[src/rtl/div_seq_n.sv]
// div_seq_n: sequential restoring divider, one quotient bit per clock.
// Optional `DIV_SEQ_N_DBZ_FAST_EN: zero divisor completes in one cycle.
module div_seq_n #(
    parameter int n = 32
) (
    input  logic         clk,
    input  logic         rst_n,
    input  logic         start,
    input  logic [n-1:0] dividend,
    input  logic [n-1:0] divisor,
    output logic         busy,
    output logic         done,
    output logic [n-1:0] quotient,
    output logic [n-1:0] remainder,
    output logic         div_by_zero
);

    localparam int CW = $clog2(n + 1);

    typedef enum logic [1:0] {IDLE, RUN, DONE} state_t;

    state_t        state_q, state_d;
    logic [n-1:0]  r_q, r_d;
    logic [n-1:0]  q_q, q_d;
    logic [n-1:0]  d_q, d_d;
    logic [CW-1:0] cnt_q, cnt_d;
    logic [n-1:0]  quo_q, quo_d;
    logic [n-1:0]  rem_q, rem_d;
    logic          dbz_q, dbz_d;
    logic [n:0]    sh;
    logic [n:0]    t;

    always_comb begin
        // R stays below D after each restore, so n bits hold it
        sh      = {r_q, q_q[n-1]};
        t       = sh - {1'b0, d_q};
        state_d = state_q;
        r_d     = r_q;
        q_d     = q_q;
        d_d     = d_q;
        cnt_d   = cnt_q;
        quo_d   = quo_q;
        rem_d   = rem_q;
        dbz_d   = dbz_q;
        unique case (state_q)
            IDLE, DONE: begin
                state_d = IDLE;
                if (start) begin
                    q_d     = dividend;
                    d_d     = divisor;
                    r_d     = '0;
                    cnt_d   = CW'(n);
                    state_d = RUN;
`ifdef DIV_SEQ_N_DBZ_FAST_EN
                    if (divisor == '0) begin
                        state_d = DONE;
                        cnt_d   = '0;
                        quo_d   = '1;
                        rem_d   = dividend;
                        dbz_d   = 1'b1;
                    end
`endif
                end
            end
            RUN: begin
                r_d   = t[n] ? sh[n-1:0] : t[n-1:0];
                q_d   = {q_q[n-2:0], ~t[n]};
                cnt_d = cnt_q - CW'(1);
                if (cnt_q == CW'(1)) begin
                    state_d = DONE;
                    quo_d   = q_d;
                    rem_d   = r_d;
                    dbz_d   = (d_q == '0);
                end
            end
            default: state_d = IDLE;
        endcase
    end

    always_ff @(posedge clk or negedge rst_n) begin
        if (!rst_n) begin
            state_q <= IDLE;
            r_q     <= '0;
            q_q     <= '0;
            d_q     <= '0;
            cnt_q   <= '0;
            quo_q   <= '0;
            rem_q   <= '0;
            dbz_q   <= 1'b0;
        end else begin
            state_q <= state_d;
            r_q     <= r_d;
            q_q     <= q_d;
            d_q     <= d_d;
            cnt_q   <= cnt_d;
            quo_q   <= quo_d;
            rem_q   <= rem_d;
            dbz_q   <= dbz_d;
        end
    end

    assign busy        = (state_q == RUN);
    assign done        = (state_q == DONE);
    assign quotient    = quo_q;
    assign remainder   = rem_q;
    assign div_by_zero = dbz_q;

endmodule

[config.mk]
export PLATFORM = sky130hd
export DESIGN_NAME = div_seq_n
export DESIGN_NICKNAME = d
export VERILOG_FILES = /design/src/rtl/div_seq_n.sv
export SDC_FILE = /design/constraint.sdc
export NUM_CORES = 1
export LEC_CHECK = 0
export ABC_AREA = 0
export CORE_ASPECT_RATIO = 0.6
export CORE_MARGIN = 1.5
export CORE_UTILIZATION = 55
export DETAILED_ROUTE_END_ITERATION = 12
export PLACE_DENSITY_LB_ADDON = 0.3
export SYNTH_ARGS = -nofsm -noshare
export SYNTH_HDL_FRONTEND = slang
export SYNTH_SLANG_ARGS = --single-unit
[constraint.sdc]
create_clock -name clk -period 4.5 [get_ports clk]
set_clock_uncertainty 0.15 [all_clocks]
set_input_delay 0.9 -clock clk [delete_from_list [all_inputs] [get_ports clk]]
set_output_delay 0.9 -clock clk [all_outputs]
set_load 0.05 [all_outputs]
==> flow_metrics.tcl <==
set metrics [dict create \
    max_freq_mhz 265 \
    io_pins 134 \
    rsz0062_at_grt "no" \
    cp.required_ns 4.64 \
    critical_path_class "flip-flop to flip-flop" \
    clk_pin_slew_ns 0.07 \
    layout-area-overhead-vs-synth_pct 23.2 \
    synth_seq_cells 169 \
    start_util 0.567 \
    synth_nets 1089 \
    drc_errors 0 \
    ctsResizeCount 0 \
    post_cts_buffers 0 \
    ys.flop_type "dfrtp_1" \
    postLayoutCellArea_sq_mm 0.0108 \
    cts_hold_buf 0 \
    syn_inst 987 \
    grt_pass1_vias 7082 \
    tritoncts "done" \
    grt_pass1_wl_mm 37.6 \
    cts.path.max_buffers 2 \
    path_max_fanout 16 \
    dieWidth_um 166 \
    yosysUniqueCellTypes 61 \
    hold_path_depth 2 \
    core_area_sq_mm 0.0155 \
    cts_buffers 17 \
    dp_hpwl_mm 15.8 \
    hold_violations 0 \
    status "completed" \
    wl_per_cell_um 17.6 \
    grt_usage 0.283 \
    place_area_sq_mm 0.0102 \
    antenna_found_initial 1 \
    arrival_ns 3.92 \
    via_per_inst 5.78 \
    vias 7584 \
    setup_tns_ns 0 \
    fillerInstances 1222 \
    drt-pass1-iter-count 7 \
    period_share 0.839 \
    netlist_area_sq_mm 0.00877 \
    fin_nets 1196 \
    routabilityCongestion 0.922 \
    ys_seq_area_frac 0.482 \
    min_period_ns 3.78 \
    grt_max_degree 98 \
    clkSinkCount 169 \
    htree_levels 4 \
    grt.overflow.total 0 \
    drt_iter0_markers 731 \
    yosys_warnings 0 \
    cp-start-kind "flip-flop" \
    maxSlewViolCount 0 \
    clockRootBuffer "clkbuf_16" \
    finalWirelength_mm 23.0 \
    hold_class "flip-flop to flip-flop" \
    worst-r2r-cell-count 13 \
    maxCapViolCount 0 \
    dieArea_sq_mm 0.0167 \
    crit_path_end_kind "flip-flop" \
    num_rows 35 \
    portBuffers 133 \
    tightestPinTransition_ns 0.953 \
    slew_headroom 0.364 \
    avgSynthCellArea_sq_um 8.89 \
    ant_nets 0 \
    drive_gt1_frac 0.0506 \
    async_flop_share 1.00 \
    die_h_um 101 \
    synth_edf_count 0 \
    setup_viol 0 \
    clock_latency_ns 0.43 \
]
critical path, cell delays in order (launching register included):
cell and delay [ns]:
dfrtp_1 0.37, inv_1 0.09, ha_1 0.17, inv_1 0.05, fa_1 0.43, a211oi_1 0.32
o21a_1 0.20, o21a_1 0.22, o211ai_2 0.14, a41o_2 0.33, xor2_4 0.38, buf_4 0.40
mux2i_1 0.31, o21ai_1 0.09
synth_stat cells, types with 2 or more instances:
library cell,count,area share
a2bb2oi_1,2,0.0020
ha_1,34,0.048
o21ai_0,56,0.032
mux2i_1,27,0.031
inv_1,43,0.018
a21oi_1,33,0.019
a21o_1,11,0.0094
o21a_1,8,0.0068
nand4_1,14,0.010
nor2b_1,8,0.0057
a211oi_1,5,0.0043
o22ai_1,2,0.0014
xor2_1,13,0.013
xnor2_1,12,0.012
a31oi_1,7,0.0050
o221ai_1,3,0.0030
buf_1,4,0.0017
o211ai_1,4,0.0034
o21bai_1,5,0.0043
o2111ai_1,3,0.0030
a22oi_1,31,0.027
nor2_1,24,0.010
and2_1,2,0.0014
and4_1,6,0.0060
nand3_1,10,0.0057
a311oi_1,2,0.0020
nand3b_1,4,0.0034
o21ai_1,58,0.033
nand2_1,281,0.12
and3_1,4,0.0029
nor4_1,10,0.0071
buf_6,3,0.0039
a211o_1,2,0.0020
dfrtp_1,169,0.48
nand2b_1,8,0.0057
buf_2,6,0.0034
clkbuf_1,42,0.018
nor3_1,8,0.0046
metal layers:
layer  up-vias  track usage  wire length [um]
met1      3657        0.435             11400
met3        22       0.0770              1920
met2       282        0.395              9470
met4         0       0.0693               262
met5         -            0                 0
li1       3623            -                 -
layout make-up:
| type | count | area, sq um | area share |
|---|---|---|---|
| sequential | 169 | 4230 | 0.391 |
| multi-input combinational | 719 | 4160 | 0.385 |
| timing repair buffer | 144 | 1410 | 0.131 |
| antenna | 1 | 2.50 | 0.000232 |
| clock inverter | 14 | 150 | 0.0139 |
| clock buffer | 18 | 439 | 0.0406 |
| inverter | 43 | 161 | 0.0149 |
| tap | 203 | 254 | 0.0235 |
cells in the final DEF, fill, tap and decap left out, drive strengths merged, types with 7 or more instances in the layout:
master / Yosys / routed
nand3: 10 / 10
xor2: 14 / 14
nand4: 14 / 14
nor3: 8 / 8
a21oi: 33 / 33
xnor2: 12 / 12
mux2i: 27 / 27
o21a: 8 / 8
inv: 43 / 50
clkbuf: 42 / 18
nand2b: 8 / 8
nor2b: 8 / 8
nand2: 281 / 281
buf: 14 / 13
o21ai: 114 / 114
dfrtp: 169 / 169
a22oi: 31 / 31
nor2: 24 / 24
clkdlybuf4s50: 0 / 131
nor4: 10 / 10
a21o: 11 / 11
a31oi: 7 / 7
ha: 34 / 34
metrics by stage:
| step | hold WS (ns) | util | std cells | worst slack, ns |
|---|---|---|---|---|
| after global placement | 0.309 | 0.661 | 1278 | 0.907 |
| after floorplan | 0.296 | - | 987 | 1.47 |
| final | 0.327 | 0.699 | 1311 | 0.724 |
| after CTS | 0.330 | 0.699 | 1310 | 0.711 |
| after detailed placement | 0.312 | 0.661 | 1278 | 0.780 |
| after global routing | 0.358 | 0.699 | 1310 | 0.475 |
final timing paths:
path	from	end	slack (ns)
max	q_q[31]	r_q[6]	0.72
max reg2reg	q_q[31]	r_q[6]	0.72
min reg2reg	quotient[5]	quotient[5]	0.33
min in group asynchronous	rst_n	d_q[19]	0.40
max in group asynchronous	rst_n	remainder[1]	2.89
min	quotient[5]	quotient[5]	0.33
state kept, by name, indices dropped and copies added, names as in the netlist:
signal       cells
state_q          2
remainder       32
r_q             32
cnt_q            6
div_by_zero      1
quotient        32
q_q             32
d_q             32
cells by family (layout without fill, tap and decap cells):
family / after synthesis / in the layout / share of synthesized area
and+or+nand+nor: 383 / 383 / 0.186
other: 0 / 1 / 0
muxes: 28 / 28 / 0.0321
xor gates and xnor gates: 26 / 26 / 0.0281
DFF: 169 / 169 / 0.482
AOI/OAI and AO/OA: 247 / 247 / 0.174
adders and majority gates: 35 / 35 / 0.0508
buffers and inverters: 99 / 219 / 0.0462
Power is left out: the tool's default activity adds up to more than one toggle a clock period on the data nets, which glitch-free logic cannot reach.
